--- src/rtl/dip_pkg.sv ---
// Shared types and default sizes for the DiP tile address generator.
package dip_pkg;

    localparam int DEF_ARR    = 4;
    localparam int DEF_ADDR_W = 24;
    localparam int DEF_DIM_W  = 10;

    typedef enum logic [1:0] {
        KIND_W   = 2'b00,
        KIND_IN  = 2'b01,
        KIND_OUT = 2'b10
    } req_kind_e;

    typedef enum logic [2:0] {
        S_IDLE      = 3'd0,
        S_CHECK     = 3'd1,
        S_LOAD_W    = 3'd2,
        S_STREAM_IN = 3'd3,
        S_DRAIN_OUT = 3'd4,
        S_NEXT_TILE = 3'd5,
        S_FIN       = 3'd6
    } state_e;

endpackage

--- src/rtl/dip_tile_addr_gen_if.sv ---
// Memory request port of the DiP tile address generator (valid/ready, one address per beat).
interface dip_tile_addr_gen_if
    import dip_pkg::*;
#(
    parameter int ADDR_W = DEF_ADDR_W,
    parameter int LANE_W = 2
);

    logic              req_valid;
    logic              req_ready;
    logic [ADDR_W-1:0] req_addr;
    req_kind_e         req_kind;
    logic [LANE_W-1:0] req_lane;
    logic              req_first;

    modport master (
        output req_valid, req_addr, req_kind, req_lane, req_first,
        input  req_ready
    );

    modport slave (
        input  req_valid, req_addr, req_kind, req_lane, req_first,
        output req_ready
    );

endinterface

--- src/rtl/dip_stride_ctr.sv ---
// Two-level loop counter: lane runs 0..2^LANE_W-1 inside rows 0..outer_max, with
// the address kept as base + row*stride + lane by incremental adds only.
module dip_stride_ctr #(
    parameter int ADDR_W = 24,
    parameter int DIM_W  = 10,
    parameter int LANE_W = 2
) (
    input  logic              clk,
    input  logic              rst_n,
    input  logic              load,
    input  logic              step,
    input  logic [ADDR_W-1:0] base,
    input  logic [DIM_W-1:0]  stride,
    input  logic [DIM_W-1:0]  outer_max,
    output logic [ADDR_W-1:0] addr,
    output logic [LANE_W-1:0] lane,
    output logic              last
);

    logic [ADDR_W-1:0] row_addr;
    logic [ADDR_W-1:0] row_next;
    logic [DIM_W-1:0]  outer;

    assign row_next = row_addr + ADDR_W'(stride);
    assign last     = (&lane) && (outer == outer_max);

    // NOTE: state registers use non-blocking assignments so every flop samples pre-edge values.
    always_ff @(posedge clk or negedge rst_n) begin
        if (!rst_n) begin
            row_addr <= '0;
            addr     <= '0;
            lane     <= '0;
            outer    <= '0;
        end else if (load) begin
            row_addr <= base;
            addr     <= base;
            lane     <= '0;
            outer    <= '0;
        end else if (step) begin
            if (&lane) begin
                lane     <= '0;
                outer    <= outer + DIM_W'(1);
                row_addr <= row_next;
                addr     <= row_next;
            end else begin
                lane <= lane + LANE_W'(1);
                addr <= addr + ADDR_W'(1);
            end
        end
    end

endmodule

--- src/rtl/dip_tile_addr_gen.sv ---
// DiP tile sequencer: walks ARR x ARR weight tiles, issuing weight/input/output requests.
// Optional perf_stall/perf_req counters are built when DIP_PERF_CNT_EN is defined.
module dip_tile_addr_gen
    import dip_pkg::*;
#(
    parameter int ARR    = DEF_ARR,
    parameter int ADDR_W = DEF_ADDR_W,
    parameter int DIM_W  = DEF_DIM_W
) (
    input  logic               clk,
    input  logic               rst_n,
    input  logic               start,
    input  logic [DIM_W-1:0]   dim_m,
    input  logic [DIM_W-1:0]   dim_n,
    input  logic [DIM_W-1:0]   dim_k,
    input  logic [ADDR_W-1:0]  base_w,
    input  logic [ADDR_W-1:0]  base_in,
    input  logic [ADDR_W-1:0]  base_out,
    dip_tile_addr_gen_if.master req,
    output logic               busy,
    output logic               done,
    output logic               err
`ifdef DIP_PERF_CNT_EN
    ,
    output logic [31:0]        perf_stall,
    output logic [31:0]        perf_req
`endif
);

    localparam int LANE_W = $clog2(ARR);
    localparam logic [ADDR_W-1:0] ARR_A = ADDR_W'(ARR);

    state_e            state;
    logic [DIM_W-1:0]  m_r, n_r, k_r, i_r, j_r;
    logic [ADDR_W-1:0] base_in_r, w_jb, w_b, in_b, out_b, w_b_nxt, w_load_base;
    logic [ADDR_W-1:0] w_addr, in_addr, out_addr;
    logic [LANE_W-1:0] w_lane, in_lane, out_lane;
    logic              w_last, in_last, out_last, i_last, j_last, cfg_bad, accept;
    logic              w_load, w_step, in_load, in_step, out_load, out_step;

    assign accept  = req.req_valid && req.req_ready;
    assign cfg_bad = (m_r == '0) || (n_r == '0) || (k_r == '0) ||
                     (n_r[LANE_W-1:0] != '0) || (k_r[LANE_W-1:0] != '0);
    assign i_last  = (i_r == (n_r >> LANE_W) - DIM_W'(1));
    assign j_last  = (j_r == (k_r >> LANE_W) - DIM_W'(1));

    // Weight tile origin: next i moves down ARR rows, an i wrap moves right ARR columns.
    assign w_b_nxt     = i_last ? (w_jb + ARR_A) : (w_b + (ADDR_W'(k_r) << LANE_W));
    assign w_load_base = (state == S_NEXT_TILE) ? w_b_nxt : w_b;

    assign w_load   = (state == S_CHECK) || (state == S_NEXT_TILE);
    assign w_step   = accept && (state == S_LOAD_W);
    assign in_step  = accept && (state == S_STREAM_IN);
    assign out_step = accept && (state == S_DRAIN_OUT);
    assign in_load  = w_step && w_last;
    assign out_load = in_step && in_last;

    dip_stride_ctr #(.ADDR_W(ADDR_W), .DIM_W(DIM_W), .LANE_W(LANE_W)) u_w_ctr (
        .clk(clk), .rst_n(rst_n), .load(w_load), .step(w_step), .base(w_load_base),
        .stride(k_r), .outer_max(DIM_W'(ARR - 1)), .addr(w_addr), .lane(w_lane), .last(w_last)
    );

    dip_stride_ctr #(.ADDR_W(ADDR_W), .DIM_W(DIM_W), .LANE_W(LANE_W)) u_in_ctr (
        .clk(clk), .rst_n(rst_n), .load(in_load), .step(in_step), .base(in_b),
        .stride(n_r), .outer_max(m_r - DIM_W'(1)), .addr(in_addr), .lane(in_lane), .last(in_last)
    );

    dip_stride_ctr #(.ADDR_W(ADDR_W), .DIM_W(DIM_W), .LANE_W(LANE_W)) u_out_ctr (
        .clk(clk), .rst_n(rst_n), .load(out_load), .step(out_step), .base(out_b),
        .stride(k_r), .outer_max(m_r - DIM_W'(1)), .addr(out_addr), .lane(out_lane), .last(out_last)
    );

    // NOTE: combinational outputs get a default before the case so no latch is inferred.
    always_comb begin
        req.req_addr = w_addr;
        req.req_lane = w_lane;
        case (req.req_kind)
            KIND_IN: begin
                req.req_addr = in_addr;
                req.req_lane = in_lane;
            end
            KIND_OUT: begin
                req.req_addr = out_addr;
                req.req_lane = out_lane;
            end
            default: ;
        endcase
    end

    always_ff @(posedge clk or negedge rst_n) begin
        if (!rst_n) begin
            state         <= S_IDLE;
            req.req_valid <= 1'b0;
            req.req_kind  <= KIND_W;
            req.req_first <= 1'b0;
            busy          <= 1'b0;
            done          <= 1'b0;
            err           <= 1'b0;
            m_r           <= '0;
            n_r           <= '0;
            k_r           <= '0;
            i_r           <= '0;
            j_r           <= '0;
            base_in_r     <= '0;
            w_jb          <= '0;
            w_b           <= '0;
            in_b          <= '0;
            out_b         <= '0;
        end else begin
            done <= 1'b0;
            case (state)
                S_IDLE: if (start) begin
                    m_r       <= dim_m;
                    n_r       <= dim_n;
                    k_r       <= dim_k;
                    base_in_r <= base_in;
                    w_jb      <= base_w;
                    w_b       <= base_w;
                    in_b      <= base_in;
                    out_b     <= base_out;
                    err       <= 1'b0;
                    busy      <= 1'b1;
                    state     <= S_CHECK;
                end
                S_CHECK: if (cfg_bad) begin
                    err   <= 1'b1;
                    done  <= 1'b1;
                    busy  <= 1'b0;
                    state <= S_FIN;
                end else begin
                    i_r           <= '0;
                    j_r           <= '0;
                    req.req_valid <= 1'b1;
                    req.req_kind  <= KIND_W;
                    state         <= S_LOAD_W;
                end
                // Phase changes happen on the last accept so the stream has no bubble.
                S_LOAD_W: if (w_step && w_last) begin
                    req.req_kind <= KIND_IN;
                    state        <= S_STREAM_IN;
                end
                S_STREAM_IN: if (in_step && in_last) begin
                    req.req_kind  <= KIND_OUT;
                    req.req_first <= (i_r == '0);
                    state         <= S_DRAIN_OUT;
                end
                S_DRAIN_OUT: if (out_step && out_last) begin
                    req.req_valid <= 1'b0;
                    req.req_first <= 1'b0;
                    state         <= S_NEXT_TILE;
                end
                S_NEXT_TILE: begin
                    w_b <= w_b_nxt;
                    if (i_last) begin
                        i_r   <= '0;
                        j_r   <= j_r + DIM_W'(1);
                        w_jb  <= w_jb + ARR_A;
                        in_b  <= base_in_r;
                        out_b <= out_b + ARR_A;
                    end else begin
                        i_r  <= i_r + DIM_W'(1);
                        in_b <= in_b + ARR_A;
                    end
                    if (i_last && j_last) begin
                        done  <= 1'b1;
                        busy  <= 1'b0;
                        state <= S_FIN;
                    end else begin
                        req.req_valid <= 1'b1;
                        req.req_kind  <= KIND_W;
                        state         <= S_LOAD_W;
                    end
                end
                S_FIN:   state <= S_IDLE;
                default: state <= S_IDLE;
            endcase
        end
    end

`ifdef DIP_PERF_CNT_EN
    always_ff @(posedge clk or negedge rst_n) begin
        if (!rst_n) begin
            perf_stall <= '0;
            perf_req   <= '0;
        end else if (state == S_IDLE && start) begin
            perf_stall <= '0;
            perf_req   <= '0;
        end else begin
            if (req.req_valid && !req.req_ready && perf_stall != '1) perf_stall <= perf_stall + 32'd1;
            if (accept && perf_req != '1) perf_req <= perf_req + 32'd1;
        end
    end
`endif

endmodule

--- src/flat_wrapper.sv ---
// flat-port wrapper written by rule: the top's interface ports become plain ports
module dip_tile_addr_gen_flat import dip_pkg::*;
#(
    parameter int ARR    = DEF_ARR,
    parameter int ADDR_W = DEF_ADDR_W,
    parameter int DIM_W  = DEF_DIM_W
)
  (clk, rst_n, start, dim_m, dim_n, dim_k, base_w, base_in, base_out, busy, done, err, req_req_valid, req_req_addr, req_req_kind, req_req_lane, req_req_first, req_req_ready);
  dip_tile_addr_gen_if #(.ADDR_W(ADDR_W), .LANE_W((2))) req_i ();
  input  logic clk;
  input  logic rst_n;
  input  logic start;
  input  logic [DIM_W-1:0] dim_m;
  input  logic [DIM_W-1:0] dim_n;
  input  logic [DIM_W-1:0] dim_k;
  input  logic [ADDR_W-1:0] base_w;
  input  logic [ADDR_W-1:0] base_in;
  input  logic [ADDR_W-1:0] base_out;
  output logic busy;
  output logic done;
  output logic err;
  output wire logic [$bits(req_i.req_valid)-1:0] req_req_valid;
  output wire logic [$bits(req_i.req_addr)-1:0] req_req_addr;
  output wire logic [$bits(req_i.req_kind)-1:0] req_req_kind;
  output wire logic [$bits(req_i.req_lane)-1:0] req_req_lane;
  output wire logic [$bits(req_i.req_first)-1:0] req_req_first;
  input wire logic [$bits(req_i.req_ready)-1:0] req_req_ready;
  assign req_req_valid = req_i.req_valid;
  assign req_req_addr = req_i.req_addr;
  assign req_req_kind = req_i.req_kind;
  assign req_req_lane = req_i.req_lane;
  assign req_req_first = req_i.req_first;
  assign req_i.req_ready = req_req_ready;
  dip_tile_addr_gen #(.ARR(ARR), .ADDR_W(ADDR_W), .DIM_W(DIM_W)) u_core (.clk(clk), .rst_n(rst_n), .start(start), .dim_m(dim_m), .dim_n(dim_n), .dim_k(dim_k), .base_w(base_w), .base_in(base_in), .base_out(base_out), .req(req_i), .busy(busy), .done(done), .err(err));
endmodule
--- config.mk ---
export PLATFORM = sky130hd
export DESIGN_NAME = dip_tile_addr_gen_flat
export DESIGN_NICKNAME = d
export VERILOG_FILES = /design/src/rtl/dip_pkg.sv /design/src/rtl/dip_tile_addr_gen_if.sv /design/src/rtl/dip_stride_ctr.sv /design/src/rtl/dip_tile_addr_gen.sv /design/src/flat_wrapper.sv
export SDC_FILE = /design/constraint.sdc
export NUM_CORES = 1
export LEC_CHECK = 0
export ABC_AREA = 1
export CAP_MARGIN = 20
export CORE_MARGIN = 8
export CORE_UTILIZATION = 30
export CTS_CLUSTER_DIAMETER = 30
export CTS_CLUSTER_SIZE = 28
export DETAILED_ROUTE_END_ITERATION = 16
export GPL_ROUTABILITY_DRIVEN = 0
export PLACE_DENSITY = 0.44
export SYNTH_ARGS = -nofsm -noshare
export SYNTH_HDL_FRONTEND = slang
export SYNTH_SLANG_ARGS = --single-unit
export TNS_END_PERCENT = 20
--- constraint.sdc ---
create_clock -name clk -period 3.7 [get_ports clk]
set_input_delay 0.37 -clock clk [delete_from_list [all_inputs] [get_ports clk]]
set_output_delay 0.37 -clock clk [all_outputs]
set_load 0.05 [all_outputs]
==> results.yml, run 1 <==
global_routing:
  grt_pass1_wl_mm: 159
  grt_remaining_overflow: 0
  antenna_found_initial: 3
  grt_max_degree: 96
  grt_pass1_vias: 25600
  grt_usage_pct: 21.9
synthesis:
  yosys_register_bits: 360
  netlist-cell-type-count: 53
  yosysWarnings: 0
  synth_async_sr_flop_share_pct: 100
  synth.most_common_cell: "nand2_1"
  avgSynthCellArea_um2: 6.81
  ys.flop_type: "dfrtp_1"
  synthTopCellsByArea: "dfrtp_1 (36%), nand2_1 (16%), nand3_1 (6.1%)"
  postSynthNetCount: 3867
  synth.top_cell.area_share_pct: 35.8
  netlist_area_um2: 25200
  synth_edf_count: 0
  yosysTopAreaCell: "dfrtp_1"
  yosys-top-cells-count: "nand2_1 (1103), inv_1 (395), dfrtp_1 (360), nor2_1 (342), nand3_1 (305)"
  syn_inst: 3696
  ys_seq_area_share_pct: 35.8
floorplan:
  core_um2: 83300
  ios: 139
  die_area_um2: 93400
  die_y_um: 306
  die_width_um: 306
  rows: 106
  initial_core_util_pct: 30.2
cells_and_area:
  diodes: 0
  layout.nets: 4072
  syn2layout_area_growth_pct: 28.4
  layout-drive-gt1-share_pct: 8.36
sta:
  setup_slack_ns: 0.131
  min_period_ns: 3.57
  setup_viol: 0
  fin_crit_sh_pct: 96.5
  skew_ns: 0.0349
  rsz0062_at_grt: "false"
  relSlewSlack_pct: 41.0
  finalHoldViolations: 0
  worstMarginPinSlew_ns: 0.884
  tns_ns: 0
  worst_hold_slack_ns: 0.252
  max_freq_mhz: 280
  slew_violations: 0
critical_path:
  timing.rr.start: "u_core.n_r[2]"
  critPathRequiredTime_ns: 3.33
  crit_type: "register to output port"
  reg2reg_to: "u_core.j_r[2]"
  path_buf_inv: 1
  r2r_setup_slack_ns: 0.50
  crit_path_top_delay_cell: "clkdlybuf4s50_1"
  arrival_ns: 3.20
  critPathCaptureType: "output port"
  path_max_fanout: 18
  worstRegToRegCells: 15
  worstSetupStartpointType: "register"
  critPathTopFamily: "buffers and inverters"
  crit_chain: "ha_2, a21oi_1, a22oi_1, clkdlybuf4s50_1"
  max_stage_delay_ns: 0.92
power_and_ir_drop:
  power_density_nw_per_um2: 960
  p_leak_nw: 15.4
  p_switching_w: 0.0135
  power_w: 0.0310
  share_comb_of_total_power_pct: 41.4
  ir_drop_uv: 436
  switching_share_pct: 43.6
  p_clk_share_pct: 34.0
  intPower_w: 0.0175
  pwr-share-seq_pct: 24.6
cts:
  htreeDepth: 3
  clock_sinks: 360
  insertion_delay_ns: 0.67
  clockBufferDepth: 3
  path_clk_slew_ns: 0.04
  tritoncts: "done"
  numCtsBuffers: 119
  cts_setup_buffers: 0
  cts_root_buf: "clkbuf_16"
detailed_routing:
  wl_per_cell_um: 20.8
  remaining_drc_errors: 0
  vias: 26000
  drtPass1Iterations: 8
  wl_mm: 105
  vias_per_cell: 5.13
  dr.first_iter.drc_count: 2132
  ant_nets: 0
min_path:
  min_path_type: "input pin to asynchronous set/reset pin"
placed_design:
  place_ws_ns: 0.520
  io_buffers: 138
  dp_hpwl_mm: 81.3
job:
  drv_cap: 0
status:
  status: "completed"
==> state kept, by name, indices dropped and copies added (netlist names), 3 cells and up <==
register                   cells
u_core.base_in_r              24
u_core.in_b                   24
u_core.out_b                  24
u_core.u_in_ctr.addr          24
u_core.u_in_ctr.row_addr      24
u_core.u_out_ctr.addr         24
u_core.u_out_ctr.row_addr     24
u_core.u_w_ctr.addr           24
u_core.u_w_ctr.row_addr       24
u_core.w_b                    24
u_core.w_jb                   24
u_core.i_r                    10
u_core.j_r                    10
u_core.k_r                    10
u_core.m_r                    10
u_core.n_r                    10
u_core.u_in_ctr.outer         10
u_core.u_out_ctr.outer        10
u_core.u_w_ctr.outer          10
u_core.state                   3
==> final cells by class <==
type / count / area, um^2
Multi-Input combinational cell: 2816 / 14100
Tap cell: 1080 / 1350
Inverter: 403 / 1520
Timing Repair Buffer: 201 / 2060
Sequential cell: 360 / 9010
Clock buffer: 160 / 3440
Clock inverter: 57 / 778
Fill cell: 8839 / 51000
==> metrics by stage <==
stage / instances / area, um^2 / util, %
detailed placement: 4859 / 28100 / 33.7
CTS: 5077 / 32300 / 38.8
finish: 5077 / 32300 / 38.8
floorplan: 3696 / 25200 / -
global route: 5077 / 32300 / 38.8
global placement: 4859 / 28100 / 33.7
==> logic make-up (layout without fill, tap and decap cells) <==
group	count (synthesis)	count (layout)	share of synthesized area, %
compound gates	622	622	14.1
xor+xnor	153	153	5.38
fa+ha+maj	65	65	3.35
buf+inv	520	821	8.07
flops	360	360	35.8
mux	3	3	0.119
simple gates	1973	1973	33.2
==> what timing repair did <==
| item | in CTS | in global routing |
|---|---|---|
| hold endpoints to repair | 49 | 0 |
| endpoints found under the setup margin | 0 | 8 |
| hold buffers | 1 | 0 |
| gates resized for setup | 0 | 1 |
==> how the worst max path moves through the flow <==
stage                                      endpoint  depth (start not counted)  slack [ns]                    from
after floorplan                    req_req_addr[17]                          6        0.52  u_core.req.req_kind[0]
after global placement    u_core.u_out_ctr.addr[16]                         14        0.54           req_req_ready
after detailed placement              u_core.j_r[2]                         15        0.52           u_core.n_r[2]
after CTS                          req_req_addr[11]                          4       0.003  u_core.req.req_kind[1]
after global routing               req_req_addr[13]                          5        0.06  u_core.req.req_kind[1]
final                              req_req_addr[11]                          4        0.13  u_core.req.req_kind[1]
==> power by group through the flow <==
stage	Clock (W)	Sequential, W	Combinational, W
CTS	0.0107	0.00757	0.0128
finish	0.0106	0.00763	0.0128
floorplan	0	0.00682	0.00875
global route	0.0110	0.00782	0.0143
detailed placement	0	0.00760	0.0127
global placement	0	0.00763	0.0128
==> routing by layer <==
layer  vias up  track usage (%)  part of all wire [%]
met2       733             35.4                    45
met1     12500             30.1                    47
met4         2             6.68                   2.8
met3       167             3.41                   5.3
met5         -                0                 0.019
li1      12700                -                     -
==> cell usage in the layout, fill, tap and decap left out, types with 23 or more instances in the layout <==
master / netlist / final
nand3_1: 305 / 305
nor3_1: 66 / 66
a31oi_1: 57 / 57
nand4_1: 70 / 70
ha_1: 61 / 60
xor2_1: 120 / 120
a21oi_1: 156 / 156
clkdlybuf4s50_1: 0 / 117
xnor2_1: 32 / 32
nor4_1: 23 / 23
clkinv_2: 0 / 30
inv_1: 395 / 394
nor2_1: 342 / 342
clkbuf_8: 0 / 27
nand2_1: 1103 / 1102
o22ai_1: 36 / 36
nand3b_1: 25 / 25
o21ai_0: 255 / 254
buf_4: 9 / 62
clkbuf_16: 0 / 121
o211ai_1: 31 / 31
dfrtp_1: 360 / 360
No activity file was read; power rests on OpenSTA's default activity.
==> run 2, diff against run 1 <==
Settings changed: ABC_CLOCK_PERIOD_IN_PS set to 3700, TNS_END_PERCENT 20 to not set.
==> results of run 2 <==
Final layout, timing and power as in run 1 (identical DEF).
